===== config.mk =====
export PLATFORM = sky130hd
export DESIGN_NAME = popcnt_window_accum
export DESIGN_NICKNAME = d
export VERILOG_FILES = /design/src/rtl/popcnt_window_accum.sv
export SDC_FILE = /design/constraint.sdc
export NUM_CORES = 1
export LEC_CHECK = 0
export ABC_AREA = 1
export CORE_MARGIN = 3
export CORE_UTILIZATION = 25
export CTS_CLUSTER_DIAMETER = 60
export DETAILED_ROUTE_END_ITERATION = 7
export GPL_TIMING_DRIVEN = 0
export SYNTH_ARGS = -nofsm -noshare
export SYNTH_HDL_FRONTEND = slang
export SYNTH_SLANG_ARGS = --single-unit

===== constraint.sdc =====
create_clock -name clk_i -period 6.7 [get_ports clk_i]
set_input_delay 1.005 -clock clk_i [delete_from_list [all_inputs] [get_ports clk_i]]
set_output_delay 1.005 -clock clk_i [all_outputs]
set_load 0.01 [all_outputs]

===== src/rtl/popcnt_window_accum.sv =====
// Windowed accumulator for upstream popcount samples: sum, max, min and a sticky threshold alarm per window.
// Build option: define POPCNT_WIN_MINMAX_EN to keep running max/min; otherwise max_o/min_o are tied to 0.
module popcnt_window_accum #(
   parameter int CNT_W   = 5,
   parameter int WIN_LEN = 16
) (
   input  logic                                clk_i,
   input  logic                                arst_n_i,
   input  logic                                clear_i,
   input  logic [CNT_W-1:0]                    cnt_i,
   input  logic                                cnt_val_i,
   input  logic [CNT_W+$clog2(WIN_LEN)-1:0]    thresh_i,
   output logic [CNT_W+$clog2(WIN_LEN)-1:0]    sum_o,
   output logic [CNT_W-1:0]                    max_o,
   output logic [CNT_W-1:0]                    min_o,
   output logic                                win_val_o,
   output logic [$clog2(WIN_LEN):0]            fill_o,
   output logic                                alarm_o,
   output logic [0:0]                          dbg_state_o
);

   localparam int SUM_W  = CNT_W + $clog2(WIN_LEN);
   localparam int FILL_W = $clog2(WIN_LEN) + 1;

   localparam logic [0:0] ST_EMPTY = 1'b0;
   localparam logic [0:0] ST_ACCUM = 1'b1;

   localparam logic [FILL_W-1:0] LAST_FILL = FILL_W'(WIN_LEN - 1);

   // Input is valid-only: a sample is consumed on every edge where cnt_val_i
   // is high and clear_i is low; there is no ready and no backpressure.
   logic [0:0]        state_q, state_d;
   logic [FILL_W-1:0] fill_q, fill_d;
   logic [SUM_W-1:0]  acc_q, acc_d;
   logic [SUM_W-1:0]  sum_q, sum_d;
   logic              win_val_q, win_val_d;
   logic              alarm_q, alarm_d;
   logic [SUM_W-1:0]  cnt_ext;
   logic [SUM_W-1:0]  acc_plus;

`ifdef POPCNT_WIN_MINMAX_EN
   logic [CNT_W-1:0]  rmax_q, rmax_d;
   logic [CNT_W-1:0]  rmin_q, rmin_d;
   logic [CNT_W-1:0]  max_q, max_d;
   logic [CNT_W-1:0]  min_q, min_d;
   logic [CNT_W-1:0]  new_max;
   logic [CNT_W-1:0]  new_min;
`endif

   always_comb begin
      cnt_ext   = SUM_W'(cnt_i);
      acc_plus  = acc_q + cnt_ext;
      state_d   = state_q;
      fill_d    = fill_q;
      acc_d     = acc_q;
      sum_d     = sum_q;
      win_val_d = 1'b0;
      alarm_d   = alarm_q;
`ifdef POPCNT_WIN_MINMAX_EN
      new_max   = (cnt_i > rmax_q) ? cnt_i : rmax_q;
      new_min   = (cnt_i < rmin_q) ? cnt_i : rmin_q;
      rmax_d    = rmax_q;
      rmin_d    = rmin_q;
      max_d     = max_q;
      min_d     = min_q;
`endif

      // Clear outranks a coincident sample, including a closing one.
      if (clear_i) begin
         state_d = ST_EMPTY;
         fill_d  = '0;
         alarm_d = 1'b0;
      end else if (cnt_val_i) begin
         if (state_q == ST_EMPTY) begin
            state_d = ST_ACCUM;
            fill_d  = FILL_W'(1);
            acc_d   = cnt_ext;
`ifdef POPCNT_WIN_MINMAX_EN
            rmax_d  = cnt_i;
            rmin_d  = cnt_i;
`endif
         end else if (fill_q == LAST_FILL) begin
            state_d   = ST_EMPTY;
            fill_d    = '0;
            sum_d     = acc_plus;
            win_val_d = 1'b1;
            if (acc_plus >= thresh_i) begin
               alarm_d = 1'b1;
            end
`ifdef POPCNT_WIN_MINMAX_EN
            max_d     = new_max;
            min_d     = new_min;
`endif
         end else begin
            fill_d = fill_q + FILL_W'(1);
            acc_d  = acc_plus;
`ifdef POPCNT_WIN_MINMAX_EN
            rmax_d = new_max;
            rmin_d = new_min;
`endif
         end
      end
   end

   always_ff @(posedge clk_i or negedge arst_n_i) begin
      if (!arst_n_i) begin
         state_q   <= ST_EMPTY;
         fill_q    <= '0;
         acc_q     <= '0;
         sum_q     <= '0;
         win_val_q <= 1'b0;
         alarm_q   <= 1'b0;
      end else begin
         state_q   <= state_d;
         fill_q    <= fill_d;
         acc_q     <= acc_d;
         sum_q     <= sum_d;
         win_val_q <= win_val_d;
         alarm_q   <= alarm_d;
      end
   end

`ifdef POPCNT_WIN_MINMAX_EN
   always_ff @(posedge clk_i or negedge arst_n_i) begin
      if (!arst_n_i) begin
         rmax_q <= '0;
         rmin_q <= '0;
         max_q  <= '0;
         min_q  <= '0;
      end else begin
         rmax_q <= rmax_d;
         rmin_q <= rmin_d;
         max_q  <= max_d;
         min_q  <= min_d;
      end
   end

   assign max_o = max_q;
   assign min_o = min_q;
`else
   assign max_o = '0;
   assign min_o = '0;
`endif

   assign sum_o       = sum_q;
   assign win_val_o   = win_val_q;
   assign fill_o      = fill_q;
   assign alarm_o     = alarm_q;
   assign dbg_state_o = state_q;

endmodule


==> results.toml <==
[status]
status = "completed"

[clock_tree]
clock_latency_ns = 0.27
postCtsSetupBuffers = 0
cts.repair.resized = 0
cts-htree-levels = 1
clock-sinks = 26
cts_root_buf = "clkbuf_8"
holdBufCountCts = 0
clk_pin_slew_ns = 0.09
cts_made_buffers = 3
cts_tree = "done"
cts_buffer_depth = 2

[global_route]
track_usage_pct = 9.853
grt_max_degree = 27
antenna_found_initial = 0
grt_overflow = 0
grt_first_pass_wirelength_um = 6727
grt_pass1_vias = 1455

[timing]
tns_ns = 0
rsz0062_at_grt = "no"
tightest_slew_ns = 1.182
layout_min_cycle_time_ns = 3.404
fmax_ghz = 0.2938
hold_violations = 0
drv_slew = 0
setup_viol = 0
slew_headroom_pct = 20.94
whs_ns = 0.4737
period_share_pct = 50.80
clock_skew_ns = 0.004867

[logic_synthesis]
syn_area_per_cell_um2 = 7.624
synth_edf_count = 0
ys_top_cells_by_area = "dfrtp_1, nand2_1, ha_1"
synth_warnings = 0
synth_seq_cells = 26
yosys.area.top_type = "dfrtp_1"
synth_area_um2 = 1792
ys_types = 27
dominantRegCellSynth = "dfrtp_1"
synth.yosys.seq_area_share_pct = 36.31
synth_commonest_cells = "nand2_1, inv_1, dfrtp_1, ha_1, nand3_1"
synth.top_cell.area_share_pct = 36.31
synthCells = 235
synth_most_common_cell = "nand2_1"
async_flop_share_pct = 100.0

[layout]
final_util_pct = 33.88
area_growth_syn_to_layout_pct = 29.89
fin_area_um2 = 2327
diodes = 0
drive_gt1_share_pct = 9.609
fin_nets = 317
fillCellCount = 719

[detailed_routing]
first_iter_violations = 65
vias = 1527
wire_per_inst_um = 10.11
via_per_inst = 4.050
first_pass_iters = 4
drt_wl_total_um = 3810
drc = 0
antenna_left = 0

[die]
row_count = 30
fp.dieArea_um2 = 8218
ios = 45
die_w_um = 90.66
fp.coreArea_um2 = 6869
dieHeight_um = 90.66
start_util_pct = 26.08

[setup_path]
crit_path_start_kind = "input port"
cp.required_ns = 6.85
end_kind = "register"
arrival_ns = 3.55
worstPathMaxFanout = 3
crit_type = "in2reg"

[pwr]
p_leak_uw = 0.001173
powerDensity_nw_per_um2 = 174.7
max-vdd-ir-drop_uv = 58.76

[placed_design]
post_dp_cell_area_um2 = 2286
hpwl_um = 3160
port_buffers = 34
globalplace.congestion = 0.8878

[job]
cap_violations = 0

[hold_path]
min_path_type = "reg2reg"
[logic make-up after synthesis]
family / count (synthesis) / share of synthesized area (%)
AOI/OAI and AO/OA: 29 / 9.218
xor gates and xnor gates: 5 / 2.444
adders and majority gates: 16 / 11.59
buffers and inverters: 47 / 12.57
DFF: 26 / 36.31
other: 1 / 0.2093
and+or+nand+nor: 111 / 27.65
[registers in the layout (all words and copies together) (netlist names)]
signal,count
win_val_o,1
fill_o,5
acc_q,9
alarm_o,1
dbg_state_o,1
sum_o,9
[cell type report]
| type | count | area (um2) | share of cell area, % |
|---|---|---|---|
| Tap cell | 96 | 120.1 | 5.161 |
| Buffer | 12 | 93.84 | 4.032 |
| Clock buffer | 3 | 41.29 | 1.774 |
| Inverter | 35 | 131.4 | 5.645 |
| Sequential cell | 26 | 650.6 | 27.96 |
| Multi-Input combinational cell | 171 | 949.7 | 40.81 |
| Timing Repair Buffer | 34 | 340.3 | 14.62 |
[worst max-delay path, stage by stage]
cell             delay [ns]
clkdlybuf4s50_1        0.43
ha_1                   0.23
fa_1                   0.43
nand4_1                0.14
nand3_1                0.13
nand2_1                0.08
nand2_1                0.07
and2_1                 0.15
ha_1                   0.31
nand2_1                0.09
inv_1                  0.04
a21oi_1                0.15
nand4_1                0.15
nand2_1                0.08
a21oi_1                0.05
[layout by cell type, fill, tap and decap left out, types with 2 or more instances in the layout]
master           synthesis  final
a21oi_1                 12     12
a31oi_1                  2      2
and2_1                   3      3
buf_4                   11     11
clkbuf_8                 0      3
clkdlybuf4s50_1          0     34
conb_1                   1     10
dfrtp_1                 26     26
ha_1                    15     15
inv_1                   30     30
inv_2                    5      5
nand2_1                 70     70
nand2_2                  2      2
nand3_1                 15     15
nand4_1                  4      4
nor2_1                  12     12
nor2_4                   2      2
o21ai_0                  7      7
o21ai_1                  5      5
xor2_1                   4      4
[stage by stage]
stage / power [uW] / setup slack, ns / std cells
3_3_place_gp: 321.0 / 2.994 / 374
5_1_grt: 440.0 / 3.044 / 377
3_5_place_dp: 323.5 / 2.969 / 374
2_1_floorplan: 277.1 / 3.760 / 244
4_1_cts: 413.3 / 3.254 / 377
6_report: 406.6 / 3.296 / 377
[power breakdown]
part	total, uW	internal, uW	leakage, uW	switching [uW]
Clock	87.5	40.3	0.0000216	47.2
Sequential	172	165	0.000346	6.62
Combinational	148	59.8	0.000805	87.8
[metal layers]
layer  part of all wire [%]  routed length, um  track usage, %
met1                     48               1826           13.26
met2                     46               1735           15.75
met3                    6.0                227           2.583
met4                   0.55                 21           2.296
met5                      0                  0               0
[worst paths after layout]
| kind | from | to | slack (ns) | cells past startpoint |
|---|---|---|---|---|
| setup / recovery | cnt_i[0] | alarm_o | 3.30 | 15 |
| hold / removal | sum_o[1] | sum_o[1] | 0.47 | 2 |
| setup reg to reg | acc_q[0] | alarm_o | 4.11 | 14 |
| hold reg to reg | sum_o[1] | sum_o[1] | 0.47 | 2 |
| max in group asynchronous | arst_n_i | fill_o[4] | 4.64 | 1 |
| min in group asynchronous | arst_n_i | sum_o[3] | 1.36 | 1 |
No activity file was read; power rests on OpenSTA's default activity.
